===== src/rtl/sram_port_arbiter.sv =====
// ---------------------------------------------------------------------------
// sram_port_arbiter
//
// Shares one single-port synchronous SRAM (1-cycle read latency) between two
// requesters. M0 is the core data port and M1 is a secondary master (loader,
// debug or DMA). At most one request is granted per cycle. The grant is
// combinational, so the winner's fields go straight to the SRAM in the same
// cycle. The response is steered back to its originator one cycle later.
//
// Arbitration modes (compile-time macro ARB_ROUND_ROBIN_EN):
//   undefined : fixed priority M0 > M1. A hold counter forces one M1 grant
//               after MAX_HOLD consecutive M0 grants taken while M1 waited.
//   defined   : round robin. A conflict goes to the requester that was not
//               granted last. MAX_HOLD is ignored.
//
// Ports
//   clk_i          clock, all state on the rising edge
//   rst_i          asynchronous reset, active-high
//   mN_req_i       request valid; held with fields stable until granted
//   mN_we_i        1 = write, 0 = read
//   mN_addr_i      byte address, passed through unmodified
//   mN_wdata_i     write data
//   mN_gnt_o       request accepted this cycle (combinational)
//   mN_rvalid_o    response strobe, one cycle after the grant
//   mN_rdata_o     read data, valid with mN_rvalid_o for reads
//   sram_req_o     SRAM access this cycle
//   sram_we_o      SRAM write enable
//   sram_addr_o    SRAM address
//   sram_wdata_o   SRAM write data
//   sram_rdata_i   SRAM read data, valid the cycle after a read access
// ---------------------------------------------------------------------------
module sram_port_arbiter #(
    parameter int ADDR_W   = 32,
    parameter int DATA_W   = 32,
    parameter int MAX_HOLD = 8
) (
    input  logic              clk_i,
    input  logic              rst_i,

    input  logic              m0_req_i,
    input  logic              m0_we_i,
    input  logic [ADDR_W-1:0] m0_addr_i,
    input  logic [DATA_W-1:0] m0_wdata_i,
    output logic              m0_gnt_o,
    output logic              m0_rvalid_o,
    output logic [DATA_W-1:0] m0_rdata_o,

    input  logic              m1_req_i,
    input  logic              m1_we_i,
    input  logic [ADDR_W-1:0] m1_addr_i,
    input  logic [DATA_W-1:0] m1_wdata_i,
    output logic              m1_gnt_o,
    output logic              m1_rvalid_o,
    output logic [DATA_W-1:0] m1_rdata_o,

    output logic              sram_req_o,
    output logic              sram_we_o,
    output logic [ADDR_W-1:0] sram_addr_o,
    output logic [DATA_W-1:0] sram_wdata_o,
    input  logic [DATA_W-1:0] sram_rdata_i
);

    logic grant0;
    logic grant1;

`ifdef ARB_ROUND_ROBIN_EN
    // -----------------------------------------------------------------------
    // Round robin: rr_q holds the id of the requester granted last. It resets
    // to M1 so that M0 wins the first tie.
    // -----------------------------------------------------------------------
    logic rr_q;
    logic rr_d;

    always_comb begin
        // NOTE: every output of a combinational block gets a default first, so
        // no path through the block leaves it unassigned and infers a latch.
        grant0 = 1'b0;
        grant1 = 1'b0;
        if (m0_req_i && m1_req_i) begin
            grant0 = rr_q;
            grant1 = !rr_q;
        end else begin
            grant0 = m0_req_i;
            grant1 = m1_req_i;
        end
        // No grant may be issued while reset is asserted.
        if (rst_i) begin
            grant0 = 1'b0;
            grant1 = 1'b0;
        end
    end

    always_comb begin
        rr_d = rr_q;
        if (grant1) begin
            rr_d = 1'b1;
        end else if (grant0) begin
            rr_d = 1'b0;
        end
    end

    always_ff @(posedge clk_i or posedge rst_i) begin
        if (rst_i) begin
            rr_q <= 1'b1;
        end else begin
            rr_q <= rr_d;
        end
    end
`else
    // -----------------------------------------------------------------------
    // Fixed priority with starvation guard. cnt_q counts consecutive M0 grants
    // taken while M1 waited. The M0 grant that brings it to MAX_HOLD moves the
    // FSM to S_STARVE, where M1 gets the next cycle unconditionally.
    // -----------------------------------------------------------------------
    localparam int CNT_W = (MAX_HOLD > 1) ? $clog2(MAX_HOLD) : 1;
    localparam logic [CNT_W-1:0] CNT_LAST = CNT_W'(MAX_HOLD - 1);

    localparam logic [0:0] S_NORMAL = 1'b0;
    localparam logic [0:0] S_STARVE = 1'b1;

    logic [0:0]       state_q;
    logic [0:0]       state_d;
    logic [CNT_W-1:0] cnt_q;
    logic [CNT_W-1:0] cnt_d;

    always_comb begin
        // NOTE: every output of a combinational block gets a default first, so
        // no path through the block leaves it unassigned and infers a latch.
        grant0  = 1'b0;
        grant1  = 1'b0;
        state_d = state_q;
        cnt_d   = cnt_q;

        if ((state_q == S_STARVE) && m1_req_i) begin
            grant1  = 1'b1;
            state_d = S_NORMAL;
            cnt_d   = '0;
        end else begin
            // S_NORMAL, or S_STARVE after M1 illegally withdrew its request:
            // plain fixed priority, and the FSM settles back in S_NORMAL.
            grant0  = m0_req_i;
            grant1  = m1_req_i && !m0_req_i;
            state_d = S_NORMAL;
            if (grant0 && m1_req_i) begin
                if (cnt_q == CNT_LAST) begin
                    state_d = S_STARVE;
                    cnt_d   = '0;
                end else begin
                    cnt_d = cnt_q + CNT_W'(1);
                end
            end else begin
                cnt_d = '0;
            end
        end

        // No grant may be issued while reset is asserted.
        if (rst_i) begin
            grant0 = 1'b0;
            grant1 = 1'b0;
        end
    end

    always_ff @(posedge clk_i or posedge rst_i) begin
        if (rst_i) begin
            state_q <= S_NORMAL;
            cnt_q   <= '0;
        end else begin
            state_q <= state_d;
            cnt_q   <= cnt_d;
        end
    end
`endif

    // -----------------------------------------------------------------------
    // SRAM request steering: the winner's fields, or all zero when idle.
    // -----------------------------------------------------------------------
    always_comb begin
        sram_we_o    = 1'b0;
        sram_addr_o  = '0;
        sram_wdata_o = '0;
        if (grant0) begin
            sram_we_o    = m0_we_i;
            sram_addr_o  = m0_addr_i;
            sram_wdata_o = m0_wdata_i;
        end else if (grant1) begin
            sram_we_o    = m1_we_i;
            sram_addr_o  = m1_addr_i;
            sram_wdata_o = m1_wdata_i;
        end
    end

    assign sram_req_o = grant0 | grant1;
    assign m0_gnt_o   = grant0;
    assign m1_gnt_o   = grant1;

    // -----------------------------------------------------------------------
    // Response tracking: one outstanding slot, because the SRAM returns data
    // exactly one cycle after the access. A new grant may overlap the previous
    // response. Reset clears the slot, so an in-flight response is dropped.
    // -----------------------------------------------------------------------
    logic rvalid_q;
    logic owner_q;

    always_ff @(posedge clk_i or posedge rst_i) begin
        // NOTE: sequential state uses non-blocking assignments, so every
        // register samples pre-edge values regardless of statement order.
        if (rst_i) begin
            rvalid_q <= 1'b0;
            owner_q  <= 1'b0;
        end else begin
            rvalid_q <= grant0 | grant1;
            owner_q  <= grant1;
        end
    end

    logic [DATA_W-1:0] rdata_mux;
    assign rdata_mux = rvalid_q ? sram_rdata_i : '0;

    assign m0_rvalid_o = rvalid_q && !owner_q;
    assign m1_rvalid_o = rvalid_q && owner_q;
    // Both requesters see the SRAM data; only the owner's rvalid qualifies it.
    assign m0_rdata_o  = rdata_mux;
    assign m1_rdata_o  = rdata_mux;

`ifndef SYNTHESIS
    a_gnt_onehot0: assert property (@(posedge clk_i) disable iff (rst_i)
        !(m0_gnt_o && m1_gnt_o));
    a_m0_gnt_req: assert property (@(posedge clk_i) disable iff (rst_i)
        m0_gnt_o |-> m0_req_i);
    a_m1_gnt_req: assert property (@(posedge clk_i) disable iff (rst_i)
        m1_gnt_o |-> m1_req_i);
    a_m0_hold: assert property (@(posedge clk_i) disable iff (rst_i)
        (m0_req_i && !m0_gnt_o) |=>
        (m0_req_i && $stable({m0_we_i, m0_addr_i, m0_wdata_i})));
    a_m1_hold: assert property (@(posedge clk_i) disable iff (rst_i)
        (m1_req_i && !m1_gnt_o) |=>
        (m1_req_i && $stable({m1_we_i, m1_addr_i, m1_wdata_i})));
`endif

endmodule


===== config.mk =====
export PLATFORM = sky130hd
export DESIGN_NAME = sram_port_arbiter
export DESIGN_NICKNAME = d
export VERILOG_FILES = /design/src/rtl/sram_port_arbiter.sv
export SDC_FILE = /design/constraint.sdc
export NUM_CORES = 1
export LEC_CHECK = 0
export ABC_AREA = 1
export CORE_AREA = 2 2 118 120
export DETAILED_ROUTE_END_ITERATION = 8
export DIE_AREA = 0 0 120 122
export PLACE_DENSITY = 0.57
export SLEW_MARGIN = 10
export SYNTH_ARGS = -nofsm -noshare
export SYNTH_HDL_FRONTEND = slang
export SYNTH_SLANG_ARGS = --single-unit

===== constraint.sdc =====
create_clock -name clk_i -period 3.9 [get_ports clk_i]
set_clock_uncertainty 0.1 [all_clocks]
set_input_delay 0.78 -clock clk_i [delete_from_list [all_inputs] [get_ports clk_i]]
set_output_delay 0.78 -clock clk_i [all_outputs]
set_load 0.01 [all_outputs]

# --- After elaboration in Yosys (flattened, before gate mapping) ---
# Cells that the tools add are included.
word_totals:
  regBits: 6
  elab_cells: 31
  output_inout_bits: 134
  in_bits: 166
classes:
  mux: 17
  n_addsub: 1
  reduce_logical: 7
  n_eq_ne: 1
  bitwise: 1
op_table:
  columns: ["cell", "n"]
  rows:
  - ["$mux 32", 5]
  - ["$mux 1", 9]
  - ["$mux 3", 3]
  - ["$logic_and 1x1->1", 5]
  - ["$add 3x1->3 const B", 1]
  - ["$eq 3x3->1 const B", 1]
  - ["$logic_not 1->1", 2]
  - ["$or 1x1->1", 1]

# --- Longest topological paths before layout ---
# Gate-level depths: netlist (run 1).
depth:
  ltp_word: 6
  depth_mapped: 6
  ltp_nobuf: 5

# --- Worst setup path after synthesis (run 1) ---
# OpenSTA, ideal clock, no wires.
synth_timing:
  path_kind: "input to output"
  start: "in m0_req_i"
  end: "out sram_addr_o[0]"
  t_required_ps: 3020
  path_stages: 6
  slack_ps: 1567
  t_arrival_ps: 1453
  path_buffers: 3
  path_cell_list: "buf_2 > nand2_1 > buf_4 > buf_4 > nand3_1 > nand2_1"
synth_between:
  elab_chain_cells: 6
  elab_cells_between_ends: 8
synth_rtl:
  columns: ["item", "line", "source"]
  rows:
  - ["from (decl)", "40", "input logic m0_req_i,"]
  - ["$logic_not 1->1", "142", "grant1 = m1_req_i && !m0_req_i;"]
  - ["$logic_and 1x1->1", "142", null]
  - ["$mux 1", "134", "if ((state_q == S_STARVE) && m1_req_i) begin"]
  - ["$mux 1", "157", "if (rst_i) begin"]
  - ["$mux 32", "185", "end else if (grant1) begin"]
  - ["$mux 32 *", "181", "if (grant0) begin"]
  - ["to (decl)", "58", "output logic [ADDR_W-1:0] sram_addr_o,"]
# Mark *: on every way between the ends. The rest lies on a longest branch, timed or not.

# --- Worst setup path in the final report (run 1) ---
layout_timing:
  start: "in rst_i"
  end: "out sram_addr_o[10]"
layout_between:
  elab_chain_cells: 3
  elab_cells_between_ends: 4
layout_rtl:
  columns: ["item", "line", "source"]
  rows:
  - ["from (decl)", "38", "input logic rst_i,"]
  - ["$mux 1", "157", null]
  - ["$mux 32", "185", null]
  - ["$mux 32 *", "181", null]
# Marks and branches as above.

==> results of run 1 <==
==> sequential cells by signal, indices dropped and copies added, names as in the netlist <==
register and count:
cnt_q 3, owner_q 1, rvalid_q 1, state_q 1
==> cells by family after synthesis <==
| group | Yosys count | share of synthesized area [%] |
|---|---|---|
| fa+ha+maj | 2 | 1.26 |
| flops | 6 | 7.56 |
| simple gates | 246 | 59.3 |
| buf+inv | 110 | 31.9 |
==> how the worst min path moves through the flow <==
stage,to
after floorplan,state_q
after global placement,state_q
after detailed placement,state_q
after CTS,state_q
after global routing,state_q
final,state_q
==> where the power goes <==
group	internal (mW)	switching (mW)
registers	0.0646	0.00458
logic	0.310	0.181
clock network	0.132	0.0347
==> cells in the final DEF (no fill, tap or decap) <==
master	netlist	final
nand3_1	65	65
inv_1	36	36
dfrtp_1	6	6
nand2_1	105	103
clkbuf_16	0	3
buf_12	0	6
and2_1	1	1
buf_4	44	3
ha_1	2	2
clkdlybuf4s50_1	0	298
nor2_1	8	8
nor2_4	1	1
nand4_1	65	65
nand2_2	0	2
inv_2	2	2
buf_2	14	1
nor3_1	1	1
==> metal layers <==
layer  GRT usage [%]  share of wire, %
met1            14.6                37
met2            26.7                54
met3            2.95               8.7
met4            2.13              0.54
met5               0                 0
==> area by class of cell <==
cell class	count	area, um2	area share (%)
Clock buffer	3	75.1	1.52
Inverter	38	143	2.89
Sequential cell	6	150	3.04
Tap cell	180	225	4.57
Multi-Input combinational cell	248	1210	24.5
Timing Repair Buffer	308	3130	63.5
==> worst reg2reg max path, cell delays in order (launching register included) <==
cell and delay, ns:
dfrtp_1 0.39, ha_1 0.21, ha_1 0.26, nand2_1 0.06
nor2_1 0.04
==> results.yml, run 1 <==
clock_network:
  clk_pin_slew_ns: 0.03
  cts_resized: 0
  ctsHoldBuffers: 0
  clockBufferDepth: 2
  tritoncts: "yes"
  worstSkewPairLatency_ns: 0.23
  postCtsSetupBuffers: 0
  htree_levels: 1
  root_buffer: "clkbuf_16"
  cts_made_buffers: 3
  cts_sinks: 6
yosys:
  yosys.area.top_type: "nand4_1"
  yosysMostFrequentCell: "nand2_1"
  ys_top_cells_by_area: "nand4_1 (20%), nand2_1 (20%), buf_4 (17%)"
  netlist_area_um2: 1990
  synth_nets: 532
  yosysWarnings: 0
  async_reset_ff_share_pct: 100
  synth-seq-cells: 6
  synth_top_area_share_pct: 20.5
  postSynthCellCount: 364
  synth_top_cells_by_count: "nand2_1 (105), nand3_1 (65), nand4_1 (65)"
  synth_edf_count: 0
  yosysSeqAreaShare_pct: 7.56
  synth.avg_cell_area_um2: 5.46
  ys.flop_type: "dfrtp_1"
  ys_types: 16
drt:
  via_per_inst: 4.30
  drt_iter0_drc: 78
  postRouteAntennaNets: 0
  vias: 3370
  first_pass_iters: 4
  wire_per_inst_um: 13.9
  drc_errors: 0
  wirelength_mm: 10.9
layout:
  utilization_pct: 36.5
  nets: 773
  fillerInstances: 1405
  fin_cells: 783
  drive_above_1_share_pct: 2.99
  finalInstanceArea_um2: 4930
  syn2layout_area_growth_pct: 148
  antenna_cells: 0
pwr:
  vdd_drop_max_mv: 0.0814
  power.total_uw: 727
  p_leak_nw: 2.25
  p_per_area_nw_per_um2: 147
setup_path:
  crit_path_start: "rst_i"
  cp.required_ns: 3.02
  crit_slowest_cell: "clkdlybuf4s50_1"
  worstSetupEndpointType: "output port"
  path_common_cell: "clkdlybuf4s50_1"
  crit_arrival_ns: 2.57
  reg2reg_from: "cnt_q[0]"
  slowest_delay_ns: 0.55
  worstSetupEndpoint: "sram_addr_o[10]"
  crit_family: "buffers and inverters"
  rr_worst_depth: 4
  crit_buf_inv: 4
  path_class: "in2out"
  regToRegSetupSlack_ns: 2.72
  cp.depth: 6
  crit_path_cell_trace: "clkdlybuf4s50_1 > inv_2 > buf_12 > nand4_1 > nand2_1 > clkdlybuf4s50_1"
  regToRegEndpoint: "cnt_q[2]"
  crit_path_start_kind: "input pin"
  critPathMaxFanout: 35
timing:
  setup_viol: 0
  period_minus_slack_ns: 3.45
  fmax_mhz: 290
  setup_ws_ns: 0.450
  worst_pin_slew_ns: 0.627
  hold_viol: 0
  relSlewSlack_pct: 58.2
  rsz0062_at_grt: "no"
  slew_viol_final: 0
  fin_crit_sh_pct: 88.5
  timing.hold.ws_ns: 0.383
  setup_tns_ns: 0
hold_path:
  min_from: "state_q"
  hp-class: "reg2reg"
  holdPathStages: 1
placed_design:
  port_buffers: 299
  place_inst: 780
  dpl-instance-area_um2: 4860
  place_ws_ns: 0.460
  place_congestion: 0.849
  dp_hpwl_mm: 8.84
global_route:
  grt_pass1_vias: 3188
  track_usage_pct: 13.4
  antenna_found_initial: 0
  grt-ovfl-total: 0
  grt_pass1_wl_mm: 15.9
  grt_max_degree: 69
floorplan:
  fp.dieArea_um2: 14600
  initial_utilization_pct: 14.7
  core_um2: 13500
  rows: 43
  die_w_um: 120
  boundaryPins: 300
  dieHeight_um: 122
outcome:
  run_status: "finished clean"
job:
  cap_violations: 0
Note: power is estimated with default switching activity, not from simulation.
==> run 2, diff against run 1 <==
REMOVE_ABC_BUFFERS = 1   (was not set)
==> run 2 against run 1 <==
Sequential power decreased by 5.2%. Final area fell by 0.30%. Sequential share of layout area about the same. Non-clock buffer count up 3. Via count is 3.2% higher. Combinational power up 2%. Total power grew 1.1%. Setup slack worse by 0.051 ns. Routed wire length grew 8.4%. Largest cell class unchanged. Largest power group unchanged.
==> results.yml, run 2 (same netlist as run 1, synthesis figures left out) <==
outcome:
  run_status: "finished clean"
global_route:
  track_usage_pct: 14.9
  grt_pass1_vias: 3447
  grt_pass1_wl_mm: 17.6
  grt_max_degree: 69
  antenna_found_initial: 0
  grt-ovfl-total: 0
job:
  cap_violations: 0
floorplan:
  rows: 43
  die_w_um: 120
  fp.dieArea_um2: 14600
  boundaryPins: 300
  initial_utilization_pct: 14.7
  dieHeight_um: 122
  core_um2: 13500
drt:
  drt_iter0_drc: 125
  drc_errors: 0
  wirelength_mm: 11.8
  postRouteAntennaNets: 0
  first_pass_iters: 4
  wire_per_inst_um: 15.0
  via_per_inst: 4.43
  vias: 3479
layout:
  nets: 776
  layout_commonest_cell: "clkdlybuf4s50_1"
  layout_common_cells: "clkdlybuf4s50_1 (298), nand2_1 (103), nand3_1 (65), nand4_1 (65), inv_1 (36)"
  largest_register_ffs: 3
  syn2layout_area_growth_pct: 147
  top_register: "cnt_q"
  antenna_cells: 0
  drive_above_1_share_pct: 3.47
pwr:
  p_leak_nw: 2.25
  power.total_uw: 735
  p_per_area_nw_per_um2: 149
  vdd_drop_max_mv: 0.0784
clock_network:
  cts_sinks: 6
  root_buffer: "clkbuf_16"
  cts_resized: 0
  clockBufferDepth: 2
  htree_levels: 1
  tritoncts: "yes"
  worstSkewPairLatency_ns: 0.23
  ctsHoldBuffers: 0
  clk_pin_slew_ns: 0.04
  cts_made_buffers: 3
  postCtsSetupBuffers: 0
setup_path:
  crit_arrival_ns: 2.62
  critPathMaxFanout: 66
  crit_path_start_kind: "input pin"
  cp.required_ns: 3.02
  path_class: "in2out"
  worstSetupEndpointType: "output port"
timing:
  setup_viol: 0
  hold_viol: 0
  fmax_mhz: 286
  relSlewSlack_pct: 67.1
  fin_crit_sh_pct: 89.8
  setup_tns_ns: 0
  slew_viol_final: 0
  worst_pin_slew_ns: 0.491
  period_minus_slack_ns: 3.50
  rsz0062_at_grt: "no"
placed_design:
  place_congestion: 0.761
  port_buffers: 299
  dp_hpwl_mm: 9.49
hold_path:
  hp-class: "reg2reg"
==> run 2: cell type report <==
class                      count  area, um2
clock buffer                   3       75.1
fill                        1412       8590
inverter                      38        143
multi-input combinational    248       1210
sequential                     6        150
tap                          180        225
timing repair buffer         311       3120
==> run 2: metal layers <==
layer / share of wire (%) / track usage (%)
met3: 9.2 / 3.42
met4: 1.0 / 2.65
met2: 52 / 29.4
met5: 0 / 0
met1: 37 / 16.3
==> run 2: path summary, 6_finish.rpt <==
| check | startpoint | end | slack (ns) | cells after the start |
|---|---|---|---|---|
| worst max-delay path | m1_req_i | sram_wdata_o[2] | 0.40 | 7 |
| worst min-delay path | state_q | state_q | 0.40 | 1 |
| worst max register to register | state_q | owner_q | 2.55 | 3 |
| worst min register to register | state_q | state_q | 0.40 | 1 |
| max in group asynchronous | rst_i | cnt_q[2] | 2.27 | 4 |
| min in group asynchronous | rst_i | owner_q | 1.03 | 3 |
==> run 2: stage by stage <==
stage | worst slack (ns) | hold slack, ns | std cells | instance area [um2] | utilization (%)
2_1_floorplan | 0.882 | 0.332 | 292 | 1500 | -
3_3_place_gp | 0.373 | 0.376 | 783 | 4840 | 35.9
3_5_place_dp | 0.378 | 0.395 | 783 | 4840 | 35.9
4_1_cts | 0.376 | 0.405 | 786 | 4920 | 36.4
5_1_grt | 0.295 | 0.428 | 786 | 4920 | 36.4
6_report | 0.399 | 0.397 | 786 | 4920 | 36.4
==> run 2: worst max-delay path: stages <==
cell and delay [ns]:
clkdlybuf4s50_1 0.54, inv_2 0.07, nor2_4 0.10, buf_12 0.27, nand3_1 0.17, nand2_1 0.10, clkdlybuf4s50_1 0.54
==> run 2: power breakdown <==
part | internal [mW] | total [mW] | switching [mW]
Combinational | 0.309 | 0.502 | 0.192
Clock | 0.132 | 0.168 | 0.0359
Sequential | 0.0647 | 0.0656 | 0.000965
Total | 0.506 | 0.735 | 0.229
